`config.mk`:
```
export PLATFORM = sky130hd
export DESIGN_NAME = axis_skid_slice
export DESIGN_NICKNAME = d
export VERILOG_FILES = /design/src/rtl/axis_skid_slice.sv
export SDC_FILE = /design/constraint.sdc
export NUM_CORES = 1
export LEC_CHECK = 0
export CAP_MARGIN = 20
export CORE_UTILIZATION = 50
export DETAILED_ROUTE_END_ITERATION = 10
export PLACE_DENSITY = 0.77
export SETUP_SLACK_MARGIN = 0.5
export SYNTH_ARGS = -nofsm -noshare
export SYNTH_HDL_FRONTEND = slang
export SYNTH_SLANG_ARGS = --single-unit
```
`constraint.sdc`:
```
create_clock -name i_clk -period 2.6 [get_ports i_clk]
set_input_delay 0.26 -clock i_clk [delete_from_list [all_inputs] [get_ports i_clk]]
set_output_delay 0.26 -clock i_clk [all_outputs]
set_load 0.01 [all_outputs]
```
`src/rtl/axis_skid_slice.sv`:
```
// Two-entry skid-buffer register slice for a valid/ready channel, with a
// saturating count of delivered beats. All outputs are driven from flops.
module axis_skid_slice #(
    parameter int unsigned WIDTH       = 8,
    parameter int unsigned COUNT_WIDTH = 16
) (
    input  logic                   i_clk,
    input  logic                   i_rst,
    input  logic                   i_clear,
    input  logic                   i_valid,
    output logic                   o_ready,
    input  logic [WIDTH-1:0]       i_data,
    output logic                   o_valid,
    input  logic                   i_ready,
    output logic [WIDTH-1:0]       o_data,
    output logic [COUNT_WIDTH-1:0] o_beats
);

    // Encoding chosen so o_valid is bit 0 and o_ready is the inverse of bit 1.
    localparam logic [1:0] StEmpty = 2'b00;
    localparam logic [1:0] StBusy  = 2'b01;
    localparam logic [1:0] StFull  = 2'b11;

    localparam logic [COUNT_WIDTH-1:0] BeatsMax = {COUNT_WIDTH{1'b1}};

    logic [1:0]             state_q, state_d;
    logic [WIDTH-1:0]       main_q, main_d;
    logic [WIDTH-1:0]       skid_q, skid_d;
    logic [COUNT_WIDTH-1:0] beats_q, beats_d;
    logic                   in_hs;
    logic                   out_hs;

    assign o_valid = state_q[0];
    assign o_ready = ~state_q[1];
    assign o_data  = main_q;
    assign o_beats = beats_q;

    assign in_hs  = i_valid & o_ready;
    assign out_hs = o_valid & i_ready;

    always_comb begin
        state_d = state_q;
        main_d  = main_q;
        skid_d  = skid_q;
        beats_d = beats_q;
        if (i_clear) begin
            state_d = StEmpty;
            beats_d = '0;
        end else begin
            if (out_hs && (beats_q != BeatsMax)) begin
                beats_d = beats_q + COUNT_WIDTH'(1);
            end
            case (state_q)
                StEmpty: begin
                    if (in_hs) begin
                        main_d  = i_data;
                        state_d = StBusy;
                    end
                end
                StBusy: begin
                    if (in_hs && out_hs) begin
                        main_d = i_data;
                    end else if (in_hs) begin
                        skid_d  = i_data;
                        state_d = StFull;
                    end else if (out_hs) begin
                        state_d = StEmpty;
                    end
                end
                StFull: begin
                    if (out_hs) begin
                        main_d  = skid_q;
                        state_d = StBusy;
                    end
                end
                default: state_d = StEmpty;
            endcase
        end
    end

    always_ff @(posedge i_clk or posedge i_rst) begin
        if (i_rst) begin
            state_q <= StEmpty;
            main_q  <= '0;
            skid_q  <= '0;
            beats_q <= '0;
        end else begin
            state_q <= state_d;
            main_q  <= main_d;
            skid_q  <= skid_d;
            beats_q <= beats_d;
        end
    end

endmodule
```
==> results_dict.tcl, run 1 <==
set metrics [dict create \
    critPathLaunchType "register" \
    required_ns 2.81 \
    track_usage_pct 22.0 \
    clock_latency_ns 0.33 \
    yosysTopAreaCellShare_pct 48.3 \
    io_buffers 38 \
    min_period_ns 2.00 \
    syn_nets 177 \
    synth_warnings 0 \
    first_global_vias 1328 \
    firstDrtPassIters 4 \
    cts_tree "built" \
    ys_ff_latch 34 \
    detail-route-antenna-nets 0 \
    post_cts_buffers 0 \
    crit_type "reg2reg" \
    path_buf_inv 1 \
    synthTopCellsByArea "dfrtp_1 48%, mux2_2 17%, xnor2_1 5.5%, ha_1 3.5%, a21oi_1 3.4%" \
    n_antenna_cell 0 \
    path_delay_family "flip-flops" \
    place.gp.congestion 0.840 \
    io_pins 39 \
    fp.dieH_um 61.4 \
    drtIter0Drc 83 \
    yosys.area.top_type "dfrtp_1" \
    avgSynthCellArea_um2 11.1 \
    post_cts_resized 0 \
    hold_viol 0 \
    clockBufferDepth 2 \
    syn-cell-area_um2 1760 \
    routedWlPerCell_um 14.3 \
    max_freq_mhz 501 \
    initial_core_util_pct 52.4 \
    dieArea_um2 3770 \
    area_growth_pct 27.8 \
    relSlewSlack_pct 70.4 \
    cp_slowest_cell "dfrtp_1" \
    seq_area_frac_synth_pct 48.3 \
    worstPathCellList "ha_1 -> buf_4 -> a22oi_1 -> nand3_1 -> mux2_2" \
    cp_slowest_stage_delay_ns 0.49 \
    arrival_ns 2.21 \
    fin_skew_ns 0.0120 \
    total_power_mw 1.59 \
    grt_max_degree 35 \
    drive_above_1_share_pct 19.8 \
    cp-end-kind "register" \
    p_leak_nw 0.894 \
    synth_cell_types 31 \
    path_clk_slew_ns 0.10 \
    cts_num_sinks 34 \
    instances_no_fill 248 \
    setup_violations 0 \
    seqCellArea_um2 851 \
    layout.nets 219 \
    grt_pass1_wl_um 5920 \
    grt_remaining_overflow 0 \
    path_max_fanout 9 \
    drt-vias-per-instance 5.46 \
    hpwl_um 2590 \
    rsz0062_at_grt "true" \
    holdBufCountCts 0 \
    design.core.area_um2 3360 \
    hold_path_class "in2async" \
    dp_cells 240 \
    timing.setup.tns_ns 0 \
    cts_buffers 5 \
    fillCellCount 304 \
    powerDensity_nw_per_um2 704 \
    die_w_um 61.4 \
    final_common_cell "clkdlybuf4s50_1" \
    wl_um 3540 \
    final_cell_mix "38 x clkdlybuf4s50_1, 34 x dfrtp_1, 26 x mux2_2, 12 x a21oi_1, 11 x xnor2_1" \
    num_vias 1353 \
    outcome "finished, final reports clean" \
    tightest_slew_ns 0.443 \
    hold-worst-slack_ns 0.314 \
    report.final.slew_viol_count 0 \
    maxCapViolations 0 \
    ir_drop_uv 631 \
    final_core_util_pct 67.0 \
    htree_levels 2 \
    syn_inst 159 \
    multiInputGateArea_um2 855 \
    drc_errors 0 \
    rows 21 \
    cts_root_buf "clkbuf_4" \
    timing.final.crit_share_pct 76.8 \
    antenna_found_initial 0 \
]
[cell usage after synthesis]
| master | n |
|---|---|
| nor4_1 | 4 |
| or3_1 | 4 |
| clkbuf_1 | 4 |
| nand4_1 | 1 |
| nand4_2 | 1 |
| nand2b_1 | 4 |
| a31oi_1 | 3 |
| nor2b_1 | 1 |
| xnor2_1 | 11 |
| ha_1 | 5 |
| mux2i_1 | 2 |
| o31ai_1 | 1 |
| a21oi_1 | 12 |
| buf_6 | 1 |
| nand3_2 | 2 |
| nand3b_1 | 1 |
| nor3_1 | 7 |
| o21bai_1 | 1 |
| buf_2 | 1 |
| and4b_1 | 1 |
| mux2_2 | 26 |
| a22oi_1 | 1 |
| or4_1 | 1 |
| or3b_2 | 1 |
| nor2_1 | 6 |
| nand3_1 | 3 |
| a21boi_0 | 1 |
| dfrtp_1 | 34 |
| inv_1 | 7 |
| o21ai_0 | 2 |
| nand2_1 | 10 |
[logic make-up after synthesis]
family / after synthesis / synth area share, %
AO/OA/AOI/OAI: 21 / 6.74
XOR/XNOR: 11 / 5.46
adder cells (fa/ha/maj): 5 / 3.55
buffers and inverters: 13 / 3.26
flip-flops: 34 / 48.3
multiplexers: 28 / 17.7
AND/OR/NAND/NOR: 47 / 15.0
[registers in the layout, summed over array words and instances (netlist names)]
signal   cells
o_beats     16
skid_q       8
state_q      2
o_data       8
[power breakdown]
part / switching, mW / internal [mW] / leakage (nW)
clock: 0.170 / 0.131 / 0.0353
sequential: 0.0911 / 0.668 / 0.440
combinational: 0.206 / 0.320 / 0.419
[stage by stage]
| step | cell area, µm² | setup slack, ns |
|---|---|---|
| 2_1_floorplan | 1760 | 0.710 |
| 3_3_place_gp | 2190 | 0.572 |
| 3_5_place_dp | 2190 | 0.500 |
| 4_1_cts | 2250 | 0.594 |
| 5_1_grt | 2250 | 0.493 |
| 6_report | 2250 | 0.604 |
[layout make-up]
class,instances,area share (%)
clock buffers,7,2.44
flip-flops and latches,34,37.8
well taps,46,2.56
clock inverters,1,0.222
multi-input cells,112,37.9
repair buffers,41,17.9
inverters,7,1.17
[final timing paths]
| path | from | to | slack (ns) | cells past startpoint |
|---|---|---|---|---|
| setup / recovery | state_q[0] | o_data[7] | 0.60 | 5 |
| hold / removal | i_rst | skid_q[5] | 0.31 | 3 |
| setup reg to reg | state_q[0] | o_data[7] | 0.60 | 5 |
| hold reg to reg | skid_q[1] | skid_q[1] | 0.51 | 1 |
| max in group asynchronous | i_rst | o_data[6] | 1.98 | 3 |
| min in group i_clk | skid_q[1] | skid_q[1] | 0.51 | 1 |
[layer usage]
layer  share of wire [%]  wire length, µm  track usage (%)  up-vias
li1                    -                -                -      645
met1                  39             1380             25.8      651
met2                  53             1890             39.0       51
met3                 6.0              213             6.72        6
met4                 1.5               52             6.67        0
met5                   0                0                0        -
[tightest hold or removal path: stages]
cell,delay [ns]
clkdlybuf4s50_1,0.40
inv_1,0.05
buf_4,0.37
No activity file was read; power rests on OpenSTA's default activity.
==> run 2: changes to the inputs <==
clock period = 2.02 ns   (was 2.6 ns; I/O delays follow)
==> results_dict.tcl, run 2 (synthesis results as in run 1) <==
set metrics [dict create \
    total_power_mw 2.25 \
    setup_slack_ns 0.276 \
    n_antenna_cell 0 \
    timing.final.crit_share_pct 86.3 \
    io_buffers 38 \
    io_pins 39 \
    final_cell_mix "32 x buf_4, 28 x dfrtp_1, 25 x mux2_2, 16 x clkdlybuf4s50_1, 12 x dlymetal6s2s_1" \
    dieArea_um2 3770 \
    relSlewSlack_pct 70.7 \
    arrival_ns 1.98 \
    drc_errors 0 \
    powerDensity_nw_per_um2 832 \
    die_w_um 61.4 \
    drtIter0Drc 48 \
    fin_skew_ns 0.00604 \
    r2r_cells 5 \
    num_vias 1561 \
    fillCellCount 220 \
    rows 21 \
    power_switching_mw 0.725 \
    holdBufCountCts 0 \
    wl_um 4930 \
    final_core_util_pct 80.4 \
    top_layer_used "met4" \
    path_delay_family "simple AND/OR/NAND/NOR gates" \
    grt_pass1_wl_um 6960 \
    fp.dieH_um 61.4 \
    hpwl_um 2700 \
    cts_buffers 5 \
    met1_length_um 2010 \
    crit_type "reg2reg" \
    largest_reg_flops 16 \
    p_seq_share_pct 44.2 \
    cts_root_buf "clkbuf_4" \
    drt-vias-per-instance 5.59 \
    htree_levels 2 \
    routedWlPerCell_um 17.7 \
    dp_cells 241 \
    cp_slowest_cell "or3b_4" \
    design.core.area_um2 3360 \
    p_sw_share_pct 32.2 \
    clock_latency_ns 0.35 \
    detail-route-antenna-nets 0 \
    power_frac_clock_pct 18.5 \
    dp_slack_ns 0.0937 \
    r2r-start "state_q[1]" \
    track_usage_pct 26.0 \
    firstDrtPassIters 4 \
    clockBufferDepth 2 \
    hold_viol 0 \
    instances_no_fill 279 \
    cp_slowest_stage_delay_ns 0.49 \
    setup_violations 0 \
    cp-end-kind "register" \
    max_freq_mhz 573 \
    required_ns 2.26 \
    path_max_fanout 8 \
    timing.setup.tns_ns 0 \
    wl_met3_um 254 \
    place.gp.congestion 0.913 \
    path_buf_inv 1 \
    min_period_ns 1.74 \
    grt_remaining_overflow 0 \
    power_frac_comb_pct 37.4 \
    final_common_cell "buf_4" \
    initial_core_util_pct 52.4 \
    tightest_slew_ns 0.439 \
    first_global_vias 1445 \
    hold_path_class "in2async" \
    maxCapViolations 0 \
    worstPathCellList "inv_4 -> ha_4 -> nand3b_1 -> or3b_4 -> mux2_2" \
    cts_tree "built" \
    p_leak_nw 1.34 \
    worstReg2RegEnd "skid_q[5]" \
    grt_max_degree 35 \
    met2_length_um 2610 \
    path_clk_slew_ns 0.11 \
    critPathLaunchType "register" \
    rsz0062_at_grt "true" \
    report.final.slew_viol_count 0 \
    regToRegSetupSlack_ns 0.28 \
    cellInternalPower_mw 1.52 \
    ir_drop_uv 528 \
    drive_above_1_share_pct 42.9 \
    layout.nets 250 \
    antenna_found_initial 0 \
    area_growth_pct 53.4 \
    cts_num_sinks 34 \
    outcome "finished, final reports clean" \
]
run 2: changes by cell type in the layout (fill, tap and decap cells not counted), moves of 3 or more:
cell,previous run,this run
buf_4,3,32
clkdlybuf4s50_1,38,16
dlymetal6s2s_1,0,12
dlygate4sd2_1,0,10
dfrtp_1,34,28
dfrtp_2,0,6
ha_1,5,1
ha_4,0,4
nand3_1,3,0
nand3_4,0,3
run 2: metal layers:
layer | vias up | global-route usage [%]
met4 | 0 | 7.62
met1 | 790 | 33.7
met3 | 9 | 6.93
met2 | 50 | 43.0
met5 | - | 0
li1 | 712 | -
run 2: through the flow:
step | hold slack [ns] | cell area, µm²
2_1_floorplan | 0.343 | 1830
6_report | 0.239 | 2700
3_3_place_gp | 0.481 | 2250
3_5_place_dp | 0.493 | 2250
4_1_cts | 0.241 | 2530
5_1_grt | 0.280 | 2700
run 2: worst max path at each step:
stage,start,to,slack (ns),cells past startpoint
2_1_floorplan,state_q[0],state_q[1],0.34,5
3_3_place_gp,i_ready,o_beats[13],0.20,5
3_5_place_dp,i_ready,o_data[2],0.09,5
4_1_cts,state_q[0],o_data[2],0.34,6
5_1_grt,state_q[1],o_data[2],0.25,6
6_report,state_q[1],skid_q[5],0.28,5
run 2: power by group through the flow:
stage	Clock [mW]	Combinational, mW	Sequential [mW]
after floorplan	0	0.375	1.01
after global placement	0	0.680	0.976
after detailed placement	0	0.715	0.995
after CTS	0.428	0.799	0.985
after global routing	0.455	0.904	1.01
final	0.415	0.840	0.993
run 2: layout make-up:
type                       instances  area (µm²)  share of cell area, %
timing repair buffer              72         661                   24.4
multi-input combinational        112        1030                   38.3
tap                               46        57.6                   2.13
clock inverter                     2        12.5                  0.463
clock buffer                       6        51.3                   1.90
sequential                        34         858                   31.7
inverter                           7        28.8                   1.06
run 2: what timing repair did:
item	in CTS	in global routing
endpoints found under the setup margin	46	46
gates cloned	0	0
pin swaps	7	7
resized for setup	26	27
setup buffers	22	8
run 2: worst min-delay path: stages:
cell,delay (ns)
clkdlybuf4s50_1,0.39
inv_1,0.05
buf_4,0.38
